[src/rtl/led_pkg.sv]
// Shared definitions for the multiplexed 7-segment display driver.
//   - Segment bit positions within the 8-bit segment bus {dp,g,f,e,d,c,b,a}
//   - Per-digit entry record {blink, blank, dp, code}
//   - 16-entry active-high hex glyph table (bits {g,f,e,d,c,b,a})
package led_pkg;

  localparam int unsigned SegA  = 0;
  localparam int unsigned SegB  = 1;
  localparam int unsigned SegC  = 2;
  localparam int unsigned SegD  = 3;
  localparam int unsigned SegE  = 4;
  localparam int unsigned SegF  = 5;
  localparam int unsigned SegG  = 6;
  localparam int unsigned SegDp = 7;

  typedef struct packed {
    logic       blink;
    logic       blank;
    logic       dp;
    logic [3:0] code;
  } entry_t;

  // Entries come out of reset blanked so nothing lights before software writes.
  localparam entry_t EntryReset = '{blink: 1'b0, blank: 1'b1, dp: 1'b0, code: 4'h0};

  // Index 0 is the rightmost element: glyph for code 0 is 7'h3F.
  localparam logic [15:0][6:0] HexGlyph = {
    7'h71, 7'h79, 7'h5E, 7'h39,  // F E d C
    7'h7C, 7'h77, 7'h6F, 7'h7F,  // b A 9 8
    7'h07, 7'h7D, 7'h6D, 7'h66,  // 7 6 5 4
    7'h4F, 7'h5B, 7'h06, 7'h3F   // 3 2 1 0
  };

endpackage

[src/rtl/led7_hexdec.sv]
// Hex-to-7-segment decoder, active-high outputs.
// Ports:
//   code  in  4  hex digit to decode
//   dp    in  1  decimal point
//   seg   out 8  segments {dp,g,f,e,d,c,b,a}, 1 = lit
module led7_hexdec
  import led_pkg::*;
(
  input  logic [3:0] code,
  input  logic       dp,
  output logic [7:0] seg
);

  always_comb begin
    seg        = '0;
    seg[SegG:SegA] = HexGlyph[code];
    seg[SegDp] = dp;
  end

endmodule

[src/rtl/led7_muxn.sv]
// Time-multiplexed driver for DIGITS 7-segment digits.
// Each digit owns a slot of 2^SLOT_W clocks; the digit enable is held off for
// the first DEAD clocks of a slot (anti-ghosting) and then gated by a simple
// brightness PWM taken from the top BRIGHT_W bits of the slot phase.
// Optional feature: define LED7_BLINK_EN to add an 8-bit frame counter; digits
// with the blink attribute go dark while counter bit 7 is set.
// Ports:
//   clk_in      in  1         clock
//   init        in  1         asynchronous active-high reset
//   wrn         in  1         active-low write strobe
//   addr        in  ADDR_W    digit index to write
//   data        in  4         hex code to write
//   dp_in       in  1         decimal point to write
//   blank_in    in  1         blank attribute to write
//   blink_in    in  1         blink attribute to write (ignored without LED7_BLINK_EN)
//   bright      in  BRIGHT_W  global brightness
//   seg         out 8         segments {dp,g,f,e,d,c,b,a}
//   pos         out DIGITS    digit enables
//   frame_tick  out 1         pulse when the scan wraps to digit 0
module led7_muxn
  import led_pkg::*;
#(
  parameter int unsigned DIGITS      = 8,
  parameter int unsigned ADDR_W      = 3,
  parameter int unsigned SLOT_W      = 10,
  parameter int unsigned DEAD        = 8,
  parameter int unsigned BRIGHT_W    = 3,
  parameter int unsigned SEG_ACT_LOW = 1,
  parameter int unsigned POS_ACT_LOW = 1
) (
  input  logic                clk_in,
  input  logic                init,
  input  logic                wrn,
  input  logic [ADDR_W-1:0]   addr,
  input  logic [3:0]          data,
  input  logic                dp_in,
  input  logic                blank_in,
  input  logic                blink_in,
  input  logic [BRIGHT_W-1:0] bright,
  output logic [7:0]          seg,
  output logic [DIGITS-1:0]   pos,
  output logic                frame_tick
);

  // XOR masks that turn active-high internal values into pin polarity.
  localparam logic [7:0]        SegOff = (SEG_ACT_LOW != 0) ? 8'hFF : 8'h00;
  localparam logic [DIGITS-1:0] PosOff = (POS_ACT_LOW != 0) ? '1 : '0;

  logic [SLOT_W-1:0] ph_q;
  logic [ADDR_W-1:0] dig_q;
  logic              frame_tick_q;
  entry_t            ent_q [DIGITS];
  logic [7:0]        seg_q;
  logic [DIGITS-1:0] pos_q;

  entry_t            cur;
  logic              blank_eff;
  logic              ph_wrap;
  logic              last_dig;
  logic [7:0]        seg_raw;
  logic [7:0]        seg_d;
  logic [DIGITS-1:0] pos_d;
  logic              lit;

  assign cur      = ent_q[dig_q];
  assign ph_wrap  = (ph_q == '1);
  assign last_dig = (dig_q == ADDR_W'(DIGITS - 1));

  // Scan counters.
  always_ff @(posedge clk_in or posedge init) begin
    if (init) begin
      ph_q         <= '0;
      dig_q        <= '0;
      frame_tick_q <= 1'b0;
    end else begin
      ph_q         <= ph_q + 1'b1;
      frame_tick_q <= ph_wrap && last_dig;
      if (ph_wrap) begin
        dig_q <= last_dig ? '0 : dig_q + 1'b1;
      end
    end
  end

  // Digit entry storage; out-of-range addresses are dropped.
  always_ff @(posedge clk_in or posedge init) begin
    if (init) begin
      for (int i = 0; i < DIGITS; i++) begin
        ent_q[i] <= EntryReset;
      end
    end else if (!wrn && (32'(addr) < DIGITS)) begin
      ent_q[addr] <= '{blink: blink_in, blank: blank_in, dp: dp_in, code: data};
    end
  end

`ifdef LED7_BLINK_EN
  logic [7:0] fcnt_q;

  always_ff @(posedge clk_in or posedge init) begin
    if (init) begin
      fcnt_q <= '0;
    end else if (frame_tick_q) begin
      fcnt_q <= fcnt_q + 8'd1;
    end
  end

  assign blank_eff = cur.blank | (cur.blink & fcnt_q[7]);
`else
  logic unused_blink;

  assign unused_blink = cur.blink;
  assign blank_eff    = cur.blank;
`endif

  led7_hexdec u_hexdec (
    .code (cur.code),
    .dp   (cur.dp),
    .seg  (seg_raw)
  );

  // Enable window: past the dead time and inside the brightness share of the slot.
  assign lit = (ph_q >= SLOT_W'(DEAD)) &&
               (ph_q[SLOT_W-1 -: BRIGHT_W] <= bright) &&
               !blank_eff;

  always_comb begin
    pos_d = '0;
    if (lit) begin
      pos_d[dig_q] = 1'b1;
    end
    seg_d = blank_eff ? 8'h00 : seg_raw;
  end

  always_ff @(posedge clk_in or posedge init) begin
    if (init) begin
      seg_q <= SegOff;
      pos_q <= PosOff;
    end else begin
      seg_q <= seg_d ^ SegOff;
      pos_q <= pos_d ^ PosOff;
    end
  end

  assign seg        = seg_q;
  assign pos        = pos_q;
  assign frame_tick = frame_tick_q;

endmodule

[config.mk]
export PLATFORM = sky130hd
export DESIGN_NAME = led7_muxn
export DESIGN_NICKNAME = d
export VERILOG_FILES = /design/src/rtl/led_pkg.sv /design/src/rtl/led7_hexdec.sv /design/src/rtl/led7_muxn.sv
export SDC_FILE = /design/constraint.sdc
export NUM_CORES = 1
export LEC_CHECK = 0
export BUFFER_PORTS_ARGS = -buffer_cell sky130_fd_sc_hd__buf_2
export CORE_ASPECT_RATIO = 0.6
export CORE_MARGIN = 10
export CORE_UTILIZATION = 48
export DETAILED_ROUTE_END_ITERATION = 8
export PLACE_DENSITY = 0.72
export REMOVE_ABC_BUFFERS = 1
export SYNTH_ARGS = -nofsm -noshare
export SYNTH_HDL_FRONTEND = slang
export SYNTH_SLANG_ARGS = --single-unit
[constraint.sdc]
create_clock -name clk_in -period 6 [get_ports clk_in]
set_input_delay 0.6 -clock clk_in [delete_from_list [all_inputs] [get_ports clk_in]]
set_output_delay 0.6 -clock clk_in [all_outputs]
set_load 0.005 [all_outputs]
==> After elaboration in Yosys (flattened, before gate mapping) <==
Memories as Yosys holds them, arrays and structs flattened.
Index checks and enable logic that the tools add are counted.
{ "word_totals": {"memories": 1, "rom_bits": 112, "reg_bits": 86, "in_bits": 16, "word_cells": 72, "output_inout_bits": 17} }
{ "mem_list": {"columns": ["memory", "words", "word_bits", "read_ports", "rd_clocked_by_memory_dff", "write_ports", "line_no", "text"], "rows": [
  ["(name not given)", 16, 7, 1, 0, 0, "led7_hexdec.sv:16", "seg[SegG:SegA] = HexGlyph[code];"]
]} }
{ "classes": {"order_cmp": 8, "eq_ne": 2, "n_addsub": 2, "bitwise_logic": 4, "reduce_logical": 6, "mux": 12} }
{ "ops": {"columns": ["op", "n"], "rows": [
  ["bitwise mux 56 bit", 1],
  ["binary-select mux 7 bit (select 3 bit)", 1],
  ["demux 7 bit (select 3 bit)", 1],
  ["two-way mux 8 bit", 2],
  ["NOT 8 bit", 2],
  ["two-way mux 7 bit", 2],
  ["two-way mux 6 bit", 2],
  ["adder 10 x 1 -> 10 bit (second input constant)", 1],
  ["equality test 10 bit (second input constant)", 1],
  [">= comparator 10 x 4 -> 1 bit (second input constant)", 1],
  [">= comparator 4 bit (second input constant)", 2],
  ["NOT 3 -> 4 bit", 2],
  ["logical AND 1 bit", 5],
  ["< comparator 4 x 5 -> 1 bit (second input constant)", 1],
  ["< comparator 3 x 4 -> 1 bit (second input constant)", 1],
  ["< comparator 4 x 1 -> 1 bit (second input constant)", 1],
  ["adder 3 x 1 -> 3 bit (second input constant)", 1],
  ["demux 1 bit (select 3 bit)", 1],
  ["equality test 3 bit (second input constant)", 1],
  [">= comparator 3 x 1 -> 1 bit (second input constant)", 1],
  ["<= comparator 3 bit", 1],
  ["two-way mux 3 bit", 1],
  ["zero test 1 bit", 1],
  ["two-way mux 1 bit", 1]
]} }

==> Logic depth before layout (Yosys ltp) <==
{ "depth": {"word_depth": 8, "mapped_depth": 9, "ltp_nobuf": 7} }

==> By module <==
Synthesis repeated with hierarchy kept, for this count alone.
{ "unflattened": {"hier_cells": 281, "area_unflattened_um2": 3759.9} }
{ "modules_own_cells": {"columns": ["mod", "area_per_inst_um2", "seq_area_each_um2", "n_inst", "cells_per_inst"], "rows": [
  ["led7_muxn", 3450.8, 1981.9, 1, 247],
  ["led7_hexdec", 309.0, 0.0, 1, 34]
]} }

==> Worst setup path before layout <==
OpenSTA, ideal clock, no wires.
{ "synth_path": {"path_type": "reg-to-reg", "from": "register dig_q[0]", "to": "register seg_q[0], in the netlist seg[0]", "path_stages_with_launch": 9, "path_buffers": 2, "t_required_ns": 5.913, "t_arrival_ns": 2.186, "setup_time_ns": 0.087, "path_slack_ns": 3.727, "period_less_slack_ns": 2.273, "cell_sequence": "dfrtp_1 buf_6 buf_6 mux4_2 mux2i_1 inv_1 ha_1 nor4b_2 a211oi_2"} }
{ "synth_between": {"elab_chain_cells": 8} }
{ "synth_rtl": {"columns": ["item", "line_no", "text"], "rows": [
  ["start, declared", "led7_muxn.sv:50", "logic [ADDR_W-1:0] dig_q;"],
  ["start signal, assigned", "led7_muxn.sv:79", "dig_q <= last_dig ? '0 : dig_q + 1'b1;"],
  ["NOT 3 -> 4 bit (not written as such) (*)", "led7_muxn.sv:65", "assign cur = ent_q[dig_q];"],
  ["binary-select mux 7 bit (select 3 bit) (*)", "led7_muxn.sv:65", null],
  ["two-way mux 6 bit (not written as such) (*) (2 in series)", "led7_muxn.sv:65", null],
  ["memory read (16 x 7 bit)", null, null],
  ["two-way mux 7 bit (not written as such)", "led7_hexdec.sv:16", null],
  ["two-way mux 8 bit (*)", "led7_muxn.sv:130", "seg_d = blank_eff ? 8'h00 : seg_raw;"],
  ["NOT 8 bit (no source line) (*)", null, null],
  ["end signal, assigned", "led7_muxn.sv:135", "seg_q <= SegOff;"],
  ["end signal, assigned", "led7_muxn.sv:138", "seg_q <= seg_d ^ SegOff;"],
  ["end, declared", "led7_muxn.sv:53", "logic [7:0] seg_q;"]
]} }
Mark *: on every way between the ends. The rest lies on a longest branch, timed or not. The select of a mux whose other input is x is not followed.
A chain may end at the register's enable or synchronous reset.

==> Final worst setup path <==
Same ends and word-level chain as after synthesis.

==> key figures <==
Outcome
  – Status: complete, no violations

Final layout
  – Layout area overhead: 15.3%
  – Commonest non-fill, non-tap cell in the layout: dfrtp_1
  – Top library cells by usage in the layout, fill and taps aside: 54 x dfrtp_1, 53 x mux2_2, 31 x buf_2
  – Multi-input gate area: around 0.0016 mm²
  – Final #Nets: 323
  – Layout cells sized above 1: 48.8%
  – Storage element area: 0.00198 mm²
  – Post-layout util: between 50 and 60%
  – Antenna diodes: 0
  – Filler Cell Count: a little over 600

Worst setup path
  – WP buf/inv: 1
  – Max FO, Critical Path: 20
  – Critical path class: flip-flop to flip-flop
  – Crit end category: flip-flop
  – Critical Path Start Type: flip-flop
  – Critical path's slowest cell: dfrtp_1
  – Max incr delay on CP: 1000 ps
  – Worst EP arrival: 3200 ps
  – CP delay by family, top: multiplexers
  – Reg2reg setup slack: around 3000 ps
  – Critical path data required time: 6260 ps
  – Critical path cell sequence: mux4_2 -> mux2i_1 -> inv_1 -> ha_1 -> nor4b_2 -> a211oi_2

Drt
  – Initial DRC count: 158
  – Routed WL: between 6000 and 7000 µm
  – DRC: 0
  – Via count: around 2200
  – M1 wire length: 3510 µm
  – Detail-routed net length per standard cell: 17.3 µm
  – Met2 WL post-DR: 2920 µm
  – ANT nets after route: 0
  – Vias per std cell: roughly 5.4
  – Drt pass-1 iters: 4
  – Met3 WL: 442 µm
  – Highest routed layer: met4

Floorplan
  – I/O pin total: 33
  – Initial core utilization: 50.2%
  – Die area: 0.0118 mm²
  – Chip width: 133 µm
  – Num rows: 24
  – Die Span Y: 88.1 µm
  – Core area: around 0.0074 mm²

Timing
  – Hold Violations, Final: 0
  – Share of the clock period used by the worst path: between 40% and 50%
  – Slew HR: about 22%
  – Final setup viols: 0
  – RSZ-0062 raised after global routing: no
  – Minimum clock period: 2940 ps
  – Slew @ Worst Pin: 1160 ps
  – Total Neg Setup Slack: 0 ps
  – Slew Viols, Final: 0
  – Clock Skew: 5.66 ps
  – Fmax: 340 MHz

CTS
  – Clock sink count: 78
  – CTS tree: built
  – Post-CTS setup buffer count: 0
  – Worst skew pair latency: 340 ps
  – Num CTS Buffers: 9
  – Clk Tree Root Cell: clkbuf_16
  – Clock buffer depth: 2
  – CTS resizes: 0
  – CTS clk-pin slew, worst paths: 60 ps
  – CTS H-tree lvls: 3
  – Post-CTS Hold Buffers: 0

Synth
  – Number of synthesized flops with an enable pin: 0
  – Cell variety after synth: 36
  – Syn_area_per_cell: 14.3 µm²
  – Seq cells post-synth: 78
  – Synth area leader: dfrtp_1
  – Main flop type after synthesis: dfrtp_1
  – FFs w/ async S/R, synth: 100%
  – Top cells by area, synth: dfrtp_1 36%, dfstp_2 17%, mux2_2 16%
  – Synth Cell Area: approximately 0.0037 mm²
  – Register area share after synthesis: 53.4%
  – Synth Instances: ~260
  – Post-synth top area share: between 30% and 40%
  – Synth warn: 0

Flow run
  – Max Cap Violations: 0

Global route
  – Initial antenna violation count: 0
  – GRT overflow: 0
  – Largest net degree at the start of global routing: 79
  – First-pass GRT wire length: approximately 12000 µm
  – Vias in the first global route: about 2300
  – All-layer global routing usage: between 10% and 20%

Place
  – # port buffers: 31
  – Placer Congestion: 0.747
  – Hpwl dp: 4750 µm

Min path
  – Hold/Removal Path Class: flip-flop to flip-flop

Power
  – Peak supply drop: 230 µV
  – Leakage power: 1.80 nW
  – Power density cells: around 360 mW/mm²
-- area by class of cell --
| type | instances | area share (%) |
|---|---|---|
| inverters | 10 | 0.878 |
| well taps | 104 | 3.04 |
| flip-flops and latches | 78 | 46.3 |
| clock buffers | 13 | 6.32 |
| clock inverters | 3 | 1.52 |
| repair buffers | 33 | 3.98 |
| multi-input cells | 162 | 37.9 |
-- final timing paths --
check / start / endpoint / cells after the start
setup / recovery: dig_q[0] / seg[0] / 6
hold / removal: ph_q[0] / ph_q[0] / 1
setup reg to reg: dig_q[0] / seg[0] / 6
hold reg to reg: ph_q[0] / ph_q[0] / 1
max in group asynchronous: init / frame_tick / 3
min in group asynchronous: init / ent_q[9] / 3
-- metrics by stage --
step | setup WS (ps) | power [W] | hold slack (ps) | instances | cell area [µm²]
after global routing | 2680 | 0.00161 | 508 | 403 | 4280
after detailed placement | 3000 | 0.000943 | 484 | 387 | 3940
final | 3060 | 0.00153 | 494 | 403 | 4280
after global placement | 3060 | 0.000931 | 474 | 387 | 3940
after CTS | 2950 | 0.00155 | 494 | 403 | 4280
after floorplan | 3440 | 0.000864 | 454 | 250 | 3630
-- registers in the layout, indices dropped and copies added, names as in the netlist --
signal,flops
seg,8
pos,8
ent_q,48
frame_tick,1
ph_q,10
dig_q,3
-- Yosys cell counts, types with 6 or more instances --
master and n:
mux2i_1 10, inv_1 10, nor2_1 7, nand3_1 8, dfstp_2 24, xnor2_1 6
mux4_2 11, nor3_1 6, mux2_2 53, nand4_1 8, dfrtp_1 54, ha_1 13
-- power by group --
group / total, W / leakage, nW / switching, W / internal (W)
sequential: 0.000680 / 0.914 / 0.0000393 / 0.000641
clock: 0.000599 / 0.166 / 0.000202 / 0.000397
combinational: 0.000253 / 0.718 / 0.000117 / 0.000136
-- cells by family after synthesis --
| family | synth area share [%] |
|---|---|
| simple gates | 8.30 |
| flops | 53.4 |
| xor+xnor | 2.12 |
| compound gates | 2.29 |
| fa+ha+maj | 4.38 |
| mux | 26.4 |
| buf+inv | 3.04 |
-- metal layers --
| metal | vias to the layer above | track usage [%] |
|---|---|---|
| met2 | 40 | 18.6 |
| met5 | - | 0 |
| met3 | 11 | 5.60 |
| met1 | 1101 | 17.4 |
| met4 | 0 | 3.93 |
| li1 | 1013 | - |
(Power assumes the default switching activity.)
